`src/rtl/traffic_light_controller_n_if.sv`:
```
// Bundle of the per-direction signals between the controller and its
// surroundings.
//   sensor     : per-direction vehicle request (level, already synchronised)
//   lights     : 3-bit lamp code per direction, bits [3i+2:3i] for direction i
//   active_dir : direction currently owning the right of way
//   phase      : 00 GREEN, 01 YELLOW, 10 ALLRED
//   tick       : one-cycle prescaler pulse
// slave  = controller side, master = board / bench side.
interface traffic_light_controller_n_if #(
  parameter int NUM_DIRS = 2
);
  localparam int DW = (NUM_DIRS > 1) ? $clog2(NUM_DIRS) : 1;

  logic [NUM_DIRS-1:0]   sensor;
  logic [3*NUM_DIRS-1:0] lights;
  logic [DW-1:0]         active_dir;
  logic [1:0]            phase;
  logic                  tick;

  modport master (
    output sensor,
    input  lights,
    input  active_dir,
    input  phase,
    input  tick
  );

  modport slave (
    input  sensor,
    output lights,
    output active_dir,
    output phase,
    output tick
  );
endinterface

```
`src/rtl/traffic_light_controller_n.sv`:
```
// N-direction traffic light controller with built-in tick prescaler,
// round-robin service that skips idle directions, minimum green and a
// bounded maximum green while another direction is requesting.
// Ports:
//   clock : system clock
//   reset : synchronous, active-high reset
//   tl    : slave side of traffic_light_controller_n_if
//           (sensor in; lights, active_dir, phase, tick out)
// YELLOW_TICKS and ALLRED_TICKS must not exceed MAX_GREEN_TICKS, because the
// shared dwell counter saturates at MAX_GREEN_TICKS-1.
module traffic_light_controller_n #(
  parameter int NUM_DIRS        = 2,
  parameter int TICK_DIV        = 300000000,
  parameter int GREEN_TICKS     = 2,
  parameter int MAX_GREEN_TICKS = 8,
  parameter int YELLOW_TICKS    = 1,
  parameter int ALLRED_TICKS    = 1
) (
  input  logic                          clock,
  input  logic                          reset,
  traffic_light_controller_n_if.slave   tl
);

  localparam int DW = (NUM_DIRS > 1) ? $clog2(NUM_DIRS) : 1;
  localparam int PW = (TICK_DIV > 1) ? $clog2(TICK_DIV) : 1;
  localparam int WW = (MAX_GREEN_TICKS > 1) ? $clog2(MAX_GREEN_TICKS) : 1;
  localparam int LW = 3 * NUM_DIRS;

  localparam logic [PW-1:0] TICK_LAST   = PW'(TICK_DIV - 1);
  localparam logic [WW-1:0] DWELL_SAT   = WW'(MAX_GREEN_TICKS - 1);
  localparam logic [WW-1:0] GREEN_LAST  = WW'(GREEN_TICKS - 1);
  localparam logic [WW-1:0] YELLOW_LAST = WW'(YELLOW_TICKS - 1);
  localparam logic [WW-1:0] ALLRED_LAST = WW'(ALLRED_TICKS - 1);

  localparam logic [2:0] LAMP_RED    = 3'b111;
  localparam logic [2:0] LAMP_GREEN  = 3'b011;
  localparam logic [2:0] LAMP_YELLOW = 3'b001;

  typedef enum logic [1:0] {
    PH_GREEN  = 2'b00,
    PH_YELLOW = 2'b01,
    PH_ALLRED = 2'b10
  } phase_t;

  phase_t              phase_r;
  phase_t              next_phase;
  logic [DW-1:0]       active_dir_r;
  logic [DW-1:0]       next_dir;
  logic [PW-1:0]       presc_r;
  logic [WW-1:0]       dwell_r;
  logic                tick_c;
  logic                advance;
  logic [NUM_DIRS-1:0] sensor;
  logic [NUM_DIRS-1:0] own_mask;
  logic                own_req;
  logic                other_req;
  int unsigned         cand;
  logic [2:0]          lamp;
  logic [2:0]          lamp_n;
  logic [LW-1:0]       lights_c;

  assign sensor    = tl.sensor;
  assign tick_c    = (presc_r == TICK_LAST);
  assign own_mask  = NUM_DIRS'(1) << active_dir_r;
  assign own_req   = |(sensor & own_mask);
  assign other_req = |(sensor & ~own_mask);

  // Round-robin pick: scanning offsets from NUM_DIRS down to 1 and letting
  // later hits overwrite means the smallest offset with a request wins, and
  // the current direction (offset NUM_DIRS) is only taken if nobody else asks.
  always_comb begin
    cand     = 0;
    next_dir = DW'((32'(active_dir_r) + 1) % NUM_DIRS);
    for (int unsigned i = NUM_DIRS; i >= 1; i--) begin
      cand = (32'(active_dir_r) + i) % NUM_DIRS;
      if (|(sensor & (NUM_DIRS'(1) << cand))) begin
        next_dir = DW'(cand);
      end
    end
  end

  always_comb begin
    advance    = 1'b0;
    next_phase = phase_r;
    case (phase_r)
      PH_GREEN: begin
        if (tick_c && other_req &&
            ((dwell_r >= GREEN_LAST && !own_req) || dwell_r == DWELL_SAT)) begin
          advance    = 1'b1;
          next_phase = PH_YELLOW;
        end
      end
      PH_YELLOW: begin
        if (tick_c && dwell_r == YELLOW_LAST) begin
          advance    = 1'b1;
          next_phase = PH_ALLRED;
        end
      end
      PH_ALLRED: begin
        if (tick_c && dwell_r == ALLRED_LAST) begin
          advance    = 1'b1;
          next_phase = PH_GREEN;
        end
      end
      default: begin
        advance    = 1'b1;
        next_phase = PH_GREEN;
      end
    endcase
  end

  always_ff @(posedge clock) begin
    if (reset) begin
      phase_r      <= PH_GREEN;
      active_dir_r <= '0;
      presc_r      <= '0;
      dwell_r      <= '0;
    end else begin
      presc_r <= tick_c ? '0 : presc_r + 1'b1;
      if (tick_c && dwell_r != DWELL_SAT) begin
        dwell_r <= dwell_r + 1'b1;
      end
      // A phase change restarts both counters so each phase is an exact
      // multiple of TICK_DIV cycles.
      if (advance) begin
        phase_r <= next_phase;
        presc_r <= '0;
        dwell_r <= '0;
        if (phase_r == PH_ALLRED) begin
          active_dir_r <= next_dir;
        end
      end
    end
  end

  // Only the active slot can differ from RED: place the inverted lamp code at
  // the active slot of an all-zero vector and invert the whole word.
  always_comb begin
    case (phase_r)
      PH_GREEN:  lamp = LAMP_GREEN;
      PH_YELLOW: lamp = LAMP_YELLOW;
      default:   lamp = LAMP_RED;
    endcase
    lamp_n   = ~lamp;
    lights_c = ~(LW'(lamp_n) << (32'(active_dir_r) * 3));
  end

  assign tl.lights     = lights_c;
  assign tl.active_dir = active_dir_r;
  assign tl.phase      = phase_r;
  assign tl.tick       = tick_c;

endmodule

```
`src/flat_wrapper.sv`:
```
// flat-port wrapper written by rule: the top's interface ports become plain ports
module traffic_light_controller_n_flat 
#(
  parameter int NUM_DIRS        = 2,
  parameter int TICK_DIV        = 300000000,
  parameter int GREEN_TICKS     = 2,
  parameter int MAX_GREEN_TICKS = 8,
  parameter int YELLOW_TICKS    = 1,
  parameter int ALLRED_TICKS    = 1
)
  (clock, reset, tl_sensor, tl_lights, tl_active_dir, tl_phase, tl_tick);
  traffic_light_controller_n_if #(.NUM_DIRS(NUM_DIRS)) tl_i ();
  input  logic clock;
  input  logic reset;
  input wire logic [$bits(tl_i.sensor)-1:0] tl_sensor;
  output wire logic [$bits(tl_i.lights)-1:0] tl_lights;
  output wire logic [$bits(tl_i.active_dir)-1:0] tl_active_dir;
  output wire logic [$bits(tl_i.phase)-1:0] tl_phase;
  output wire logic [$bits(tl_i.tick)-1:0] tl_tick;
  assign tl_i.sensor = tl_sensor;
  assign tl_lights = tl_i.lights;
  assign tl_active_dir = tl_i.active_dir;
  assign tl_phase = tl_i.phase;
  assign tl_tick = tl_i.tick;
  traffic_light_controller_n #(.NUM_DIRS(NUM_DIRS), .TICK_DIV(TICK_DIV), .GREEN_TICKS(GREEN_TICKS), .MAX_GREEN_TICKS(MAX_GREEN_TICKS), .YELLOW_TICKS(YELLOW_TICKS), .ALLRED_TICKS(ALLRED_TICKS)) u_core (.clock(clock), .reset(reset), .tl(tl_i));
endmodule
```
`config.mk`:
```
export PLATFORM = sky130hd
export DESIGN_NAME = traffic_light_controller_n_flat
export DESIGN_NICKNAME = d
export VERILOG_FILES = /design/src/rtl/traffic_light_controller_n_if.sv /design/src/rtl/traffic_light_controller_n.sv /design/src/flat_wrapper.sv
export SDC_FILE = /design/constraint.sdc
export NUM_CORES = 1
export LEC_CHECK = 0
export ABC_CLOCK_PERIOD_IN_PS = 2200
export CORE_MARGIN = 2
export CORE_UTILIZATION = 55
export CTS_BUF_LIST = sky130_fd_sc_hd__clkbuf_4
export DETAILED_ROUTE_END_ITERATION = 10
export GPL_TIMING_DRIVEN = 0
export PLACE_DENSITY = 0.76
export SLEW_MARGIN = 15
export SYNTH_ARGS = -nofsm -noshare
export SYNTH_HDL_FRONTEND = slang
export SYNTH_SLANG_ARGS = --single-unit
```
`constraint.sdc`:
```
create_clock -name clock -period 2.2 [get_ports clock]
set_input_delay 0.33 -clock clock [delete_from_list [all_inputs] [get_ports clock]]
set_output_delay 0.33 -clock clock [all_outputs]
set_load 0.03 [all_outputs]
```
After elaboration in Yosys (flattened, before gate mapping)
Index checks and enable logic that the tools add are counted.
{"block": "classes", "n_lt_le_gt_ge": 1, "eq_ne": 8, "muxes": 10, "shift": 4, "addsub": 4, "reduce_logical": 18, "n_bitwise": 7, "n_mul": 1}
{"op": "$add 29x1->29 const B", "n": 1}
{"op": "$eq 29x29->1 const B", "n": 1}
{"op": "$reduce_or 2->1", "n": 6}
{"op": "$and 2x2->2", "n": 4}
{"op": "$mux 2", "n": 3}
{"op": "$ne 2x1->1 const B", "n": 3}
{"op": "$not 6->6", "n": 1}
{"op": "$pmux 2 s3", "n": 1}
{"op": "$pmux 3 s2", "n": 1}
{"op": "$shl 1x1->2 const A", "n": 3}
{"op": "$shl 3x3->6", "n": 1}
{"op": "$logic_and 1x1->1", "n": 5}
{"op": "$mux 1", "n": 4}
{"op": "$reduce_and 4->1", "n": 1}
{"op": "$add 3x1->3 const B", "n": 1}
{"op": "$eq 3x3->1 const B", "n": 1}
{"op": "$ge 3x1->1 const B", "n": 1}
{"op": "$logic_not 3->1", "n": 1}
{"op": "$mul 1x2->3 const B", "n": 1}
{"op": "$ne 3x3->1 const B", "n": 1}
{"op": "$not 3->3", "n": 1}
{"op": "$reduce_or 3->1", "n": 1}
{"op": "$add 1x1->1 const B", "n": 2}
{"op": "$eq 2x1->1 const B", "n": 1}
{"op": "7 further kinds", "n": 7}
{"block": "totals", "reg_bits": 35, "input_bits": 4, "out_inout_bits": 10, "wordCells": 57}

Depth between registers and ports, before layout
{"block": "logic_depth", "ltp_word": 10, "mapped_depth": 8, "ltp_nobuf": 8}

Worst setup path before layout
OpenSTA, ideal clock, no wires.
{"block": "synth_path", "path_type": "register to register", "startpoint": "register u_core.presc_r[0]", "endpoint": "register u_core.phase_r[0], in the netlist u_core.tl.phase[0]", "setup_ns": 0.087, "path_slack_ns": 0.169, "arrival_time_ns": 1.944, "n_path_buf": 0, "t_required_ns": 2.113, "period_less_slack_ns": 2.031, "stages_incl_launch_ff": 8, "path_cell_list": "dfxtp_1 > ha_1 > nand4_1 > or2_1 > and4bb_4 > nand2_2 > or4b_1 > o31ai_1"}
{"block": "synth_between", "elab_chain_len": 6, "elab_cells_between_ends": 11, "classes_between": "4 x eq/ne; 3 x mux; 4 x reduce/logical"}
{"item": "start: declaration", "line": "traffic_light_controller_n.sv:49", "source": "logic [PW-1:0] presc_r;"}
{"item": "start signal: assignment", "line": "traffic_light_controller_n.sv:119", "source": "presc_r <= tick_c ? '0 : presc_r + 1'b1;"}
{"item": "$eq 29x29->1 (*)", "line": "traffic_light_controller_n.sv:63", "source": "assign tick_c = (presc_r == TICK_LAST);"}
{"item": "named net tl_tick", "line": "flat_wrapper.sv:19", "source": "output wire logic [$bits(tl_i.tick)-1:0] tl_tick;"}
{"item": "$logic_and 1x1->1 (2 in series)", "line": "traffic_light_controller_n.sv:87", "source": "if (tick_c && other_req &&"}
{"item": "$mux 1", "line": "traffic_light_controller_n.sv:87"}
{"item": "$pmux 1 s2", "line": "traffic_light_controller_n.sv:85", "source": "case (phase_r)"}
{"item": "$reduce_and 4->1 (no source line) (*)"}
{"item": "end signal: assignment", "line": "traffic_light_controller_n.sv:126", "source": "phase_r <= next_phase;"}
{"item": "end: declaration", "line": "traffic_light_controller_n.sv:45", "source": "phase_t phase_r;"}
The timed path passes the listed nets; every way through them passes the cells marked *.
A chain may end at the register's enable or synchronous reset.

Final worst setup path
{"block": "layout_path", "startpoint": "register u_core.presc_r[0]", "endpoint": "output port tl_tick"}
{"block": "layout_between", "elab_chain_len": 1}
{"item": "$eq 29x29->1", "line": "traffic_light_controller_n.sv:63"}
{"item": "end: declaration", "line": "flat_wrapper.sv:19"}
No other way between the ends.

==> summary.txt <==
Min-Delay Path Class -> reg2reg
Power per cell area -> 489 mW/mm^2
Violation count after the first detailed-route iteration -> 94
Post-route clock skew -> 0.0108 ns
GR Util All Layers -> 0.198
Clock latency on the worst-skew pair -> 0.33 ns
Largest net degree at the start of global routing -> 11
Core footprint -> 0.00328 mm^2
CP max stage cell -> dfxtp_4
Post-synth cell types -> 49
Initial core utilization -> 0.564
Synthesized area -> 0.00185 mm^2
Die H -> 62.0 um
Sequential-to-total area share from yosys stat -> 0.378
Final setup vio count -> 0
Logic gate share of total power -> 0.040
Switching Share -> 0.226
Site row count -> 21
Synth top area cells -> dfxtp_1, xor2_1, ha_1, nor2_1, nand4_1
Clock Tree Buf Depth -> 2
Area grow syn2layout -> 14.9%
Final core occ -> 0.648
Worst path max stage delay -> 0.38 ns
Cell taking the most area after synthesis -> dfxtp_1
Hold path start -> u_core.presc_r[0]
Post-synth top flop -> dfxtp_1
Ratio of cells with drive above 1 in the final layout -> 0.146
Clock network fraction of design power -> 0.342
Final slew viol count -> 0
Worst EP arrival -> 1.79 ns
Crit path kind -> reg2out
Vias per cell -> 5.43
Pre-Repair DR Iteration Count -> 4
Reg2Reg Setup Slack -> 0.17 ns
RR Startpoint -> u_core.presc_r[0]
EDFF count, synth -> 0
Die width -> 62.0 um
H-tree Lvls -> 2
CTS Buf Count -> 5
WL per Instance -> 12.8 um
Placed cell areas -> 0.00202 mm^2
Clock Tree Root -> clkbuf_4
Buf/Inv on CP -> 1
Post-Synthesis Cells -> 211
Crit path max-delay family -> simple AND/OR/NAND/NOR gates
IR drop worst, VDD -> 0.000369 V
Sw power -> 236 uW
Number of global-route vias before repair -> 1,327
Final hold violations -> 0
Share of power burned in registers -> 0.618
Worst-path clk slew -> 0.11 ns
Endpoint type of the worst setup path -> primary output
Syn_area_per_cell -> 8.78 um^2
Pre-CTS WS -> -0.190 ns
Worst-case hold path end point -> u_core.presc_r[0]
Detail Route Antenna Nets -> 0
P_leak -> 0.000765 uW
Seq cells post-synth -> 35
Met3 GRT Util -> 0.0600
Status -> complete, no violations
Fin crit share -> 0.964
Startpoint types -> flip-flop
Cell area after layout -> 0.00213 mm^2
CP Cell Sequence -> ha_4 > nand4_1 > or2_4 > and4bb_4 > buf_6
Die footprint -> 0.00385 mm^2
DP HPWL -> 2530 um
FILL cells -> 290
DRC viols -> 0
First-pass GRT wire length -> 5630 um
Critical Path RT -> 1.87 ns
Max-cap violations -> 0
Most utilized layer in the global route result -> met2
Nets -> 246
Remaining Overflow, GRT -> 0
Final setup margin -> 0.0785 ns
Yosys warns -> 0
Antenna Cells -> 0
Final WL -> 3580 um
RR Endpoint -> u_core.tl.phase[0]
CTS tree -> built
PortBufs -> 11
Vias -> 1,514
Routability cong. -> 0.777
Reg2Reg Depth -> 7
Worst-path fanout max -> 4
F_max -> 471 MHz
Pint -> 806 uW
Initial antenna violation count -> 0
Ys async rst share -> 0
Met1 usage -> 0.247
Period minus WS final -> 2.12 ns
Clk sinks -> 35
GR Util met2 -> 0.324
WHS Path Cells -> 1
# IOs -> 14
Top cell type's share of synthesized area -> 0.378
==> routing by layer <==
layer | up-vias | share of wire
li1 | 771 | -
met1 | 715 | 0.47
met2 | 21 | 0.48
met3 | 7 | 0.033
met4 | 0 | 0.014
met5 | - | 0
==> cell families (layout without fill, tap and decap cells) <==
family                   Yosys count  after routing  synth area share
buffers and inverters             11             32            0.0284
adder cells (fa/ha/maj)           10             10            0.0675
AO/OA/AOI/OAI                     27             27            0.0932
multiplexers                       2              2            0.0115
XOR/XNOR                          23             23             0.109
flip-flops                        35             35             0.378
other                              1              2           0.00202
AND/OR/NAND/NOR                  102            102             0.311
==> power by group through the flow <==
stage          Sequential (uW)  Combinational, uW  Clock, uW
5_1_grt                    646               46.8        392
2_1_floorplan              656               26.1          0
4_1_cts                    643               40.0        367
6_report                   644               41.6        356
3_5_place_dp               657               39.5          0
3_3_place_gp               657               39.0          0
==> state kept, by name, indices dropped and copies added, names as in the netlist <==
register,flops
u_core.presc_r,29
u_core.dwell_r,3
u_core.tl.phase,2
u_core.tl.active_dir,1
==> how the worst max path moves through the flow <==
stage | from | slack [ns] | cells past startpoint | to
final | u_core.presc_r[0] | 0.08 | 5 | tl_tick
after global routing | u_core.presc_r[0] | -0.03 | 5 | tl_tick
after CTS | u_core.presc_r[0] | 0.02 | 5 | tl_tick
after detailed placement | u_core.presc_r[0] | -0.19 | 5 | tl_tick
after global placement | u_core.presc_r[0] | -0.17 | 5 | tl_tick
after floorplan | u_core.presc_r[0] | 0.17 | 7 | u_core.tl.phase[0]
==> layout by cell type (no fill, tap or decap), types with 2 or more instances in the layout <==
cell / count
and3_1: 6
nor4b_1: 2
nor2_1: 31
a21oi_1: 9
nand2_1: 14
xor2_1: 16
clkbuf_4: 7
buf_2: 3
o21ai_0: 8
conb_1: 2
nand3_1: 4
dfxtp_1: 33
or3_1: 3
buf_4: 4
o21bai_1: 2
xnor2_1: 7
dlymetal6s2s_1: 2
ha_1: 9
nand2b_1: 6
clkdlybuf4s50_1: 6
nand4_1: 11
nor3_1: 2
dlygate4sd2_1: 2
and4_1: 3
inv_1: 6
==> per-stage QoR <==
step / hold slack (ns) / TNS [ns] / instances / power [uW]
after floorplan: 0.407 / 0 / 212 / 682
after global placement: 0.442 / -2.37 / 269 / 696
after detailed placement: 0.455 / -1.82 / 269 / 696
after CTS: 0.440 / 0 / 279 / 1050
after global routing: 0.487 / -0.0474 / 279 / 1080
final: 0.457 / 0 / 279 / 1040
==> cells in the mapped netlist (4+ instances only) <==
| cell | number |
|---|---|
| dfxtp_1 | 35 |
| nor2_1 | 32 |
| xor2_1 | 16 |
| nand2_1 | 14 |
| nand4_1 | 11 |
| ha_1 | 10 |
| a21oi_1 | 9 |
| o21ai_0 | 8 |
| xnor2_1 | 7 |
| and3_1 | 6 |
| inv_1 | 6 |
| nand2b_1 | 6 |
| nand3_1 | 4 |
==> layout make-up <==
class / count / area (um^2) / area share
clock buffer: 7 / 52.6 / 0.0247
clock inverter: 1 / 5.00 / 0.00235
timing repair buffer: 13 / 129 / 0.0605
inverter: 6 / 22.5 / 0.0106
buffer: 5 / 30.0 / 0.0141
multi-input combinational: 166 / 1130 / 0.529
sequential: 35 / 706 / 0.331
tap: 46 / 57.6 / 0.0270
==> timing repair <==
item / CTS / global route
setup buffers: 2 / 0
setup endpoints to repair: 25 / 29
gates resized for setup: 14 / 5
pin swaps: 1 / 2
hold buffers: 0 / 0
Power figures use the tool's default switching activity.
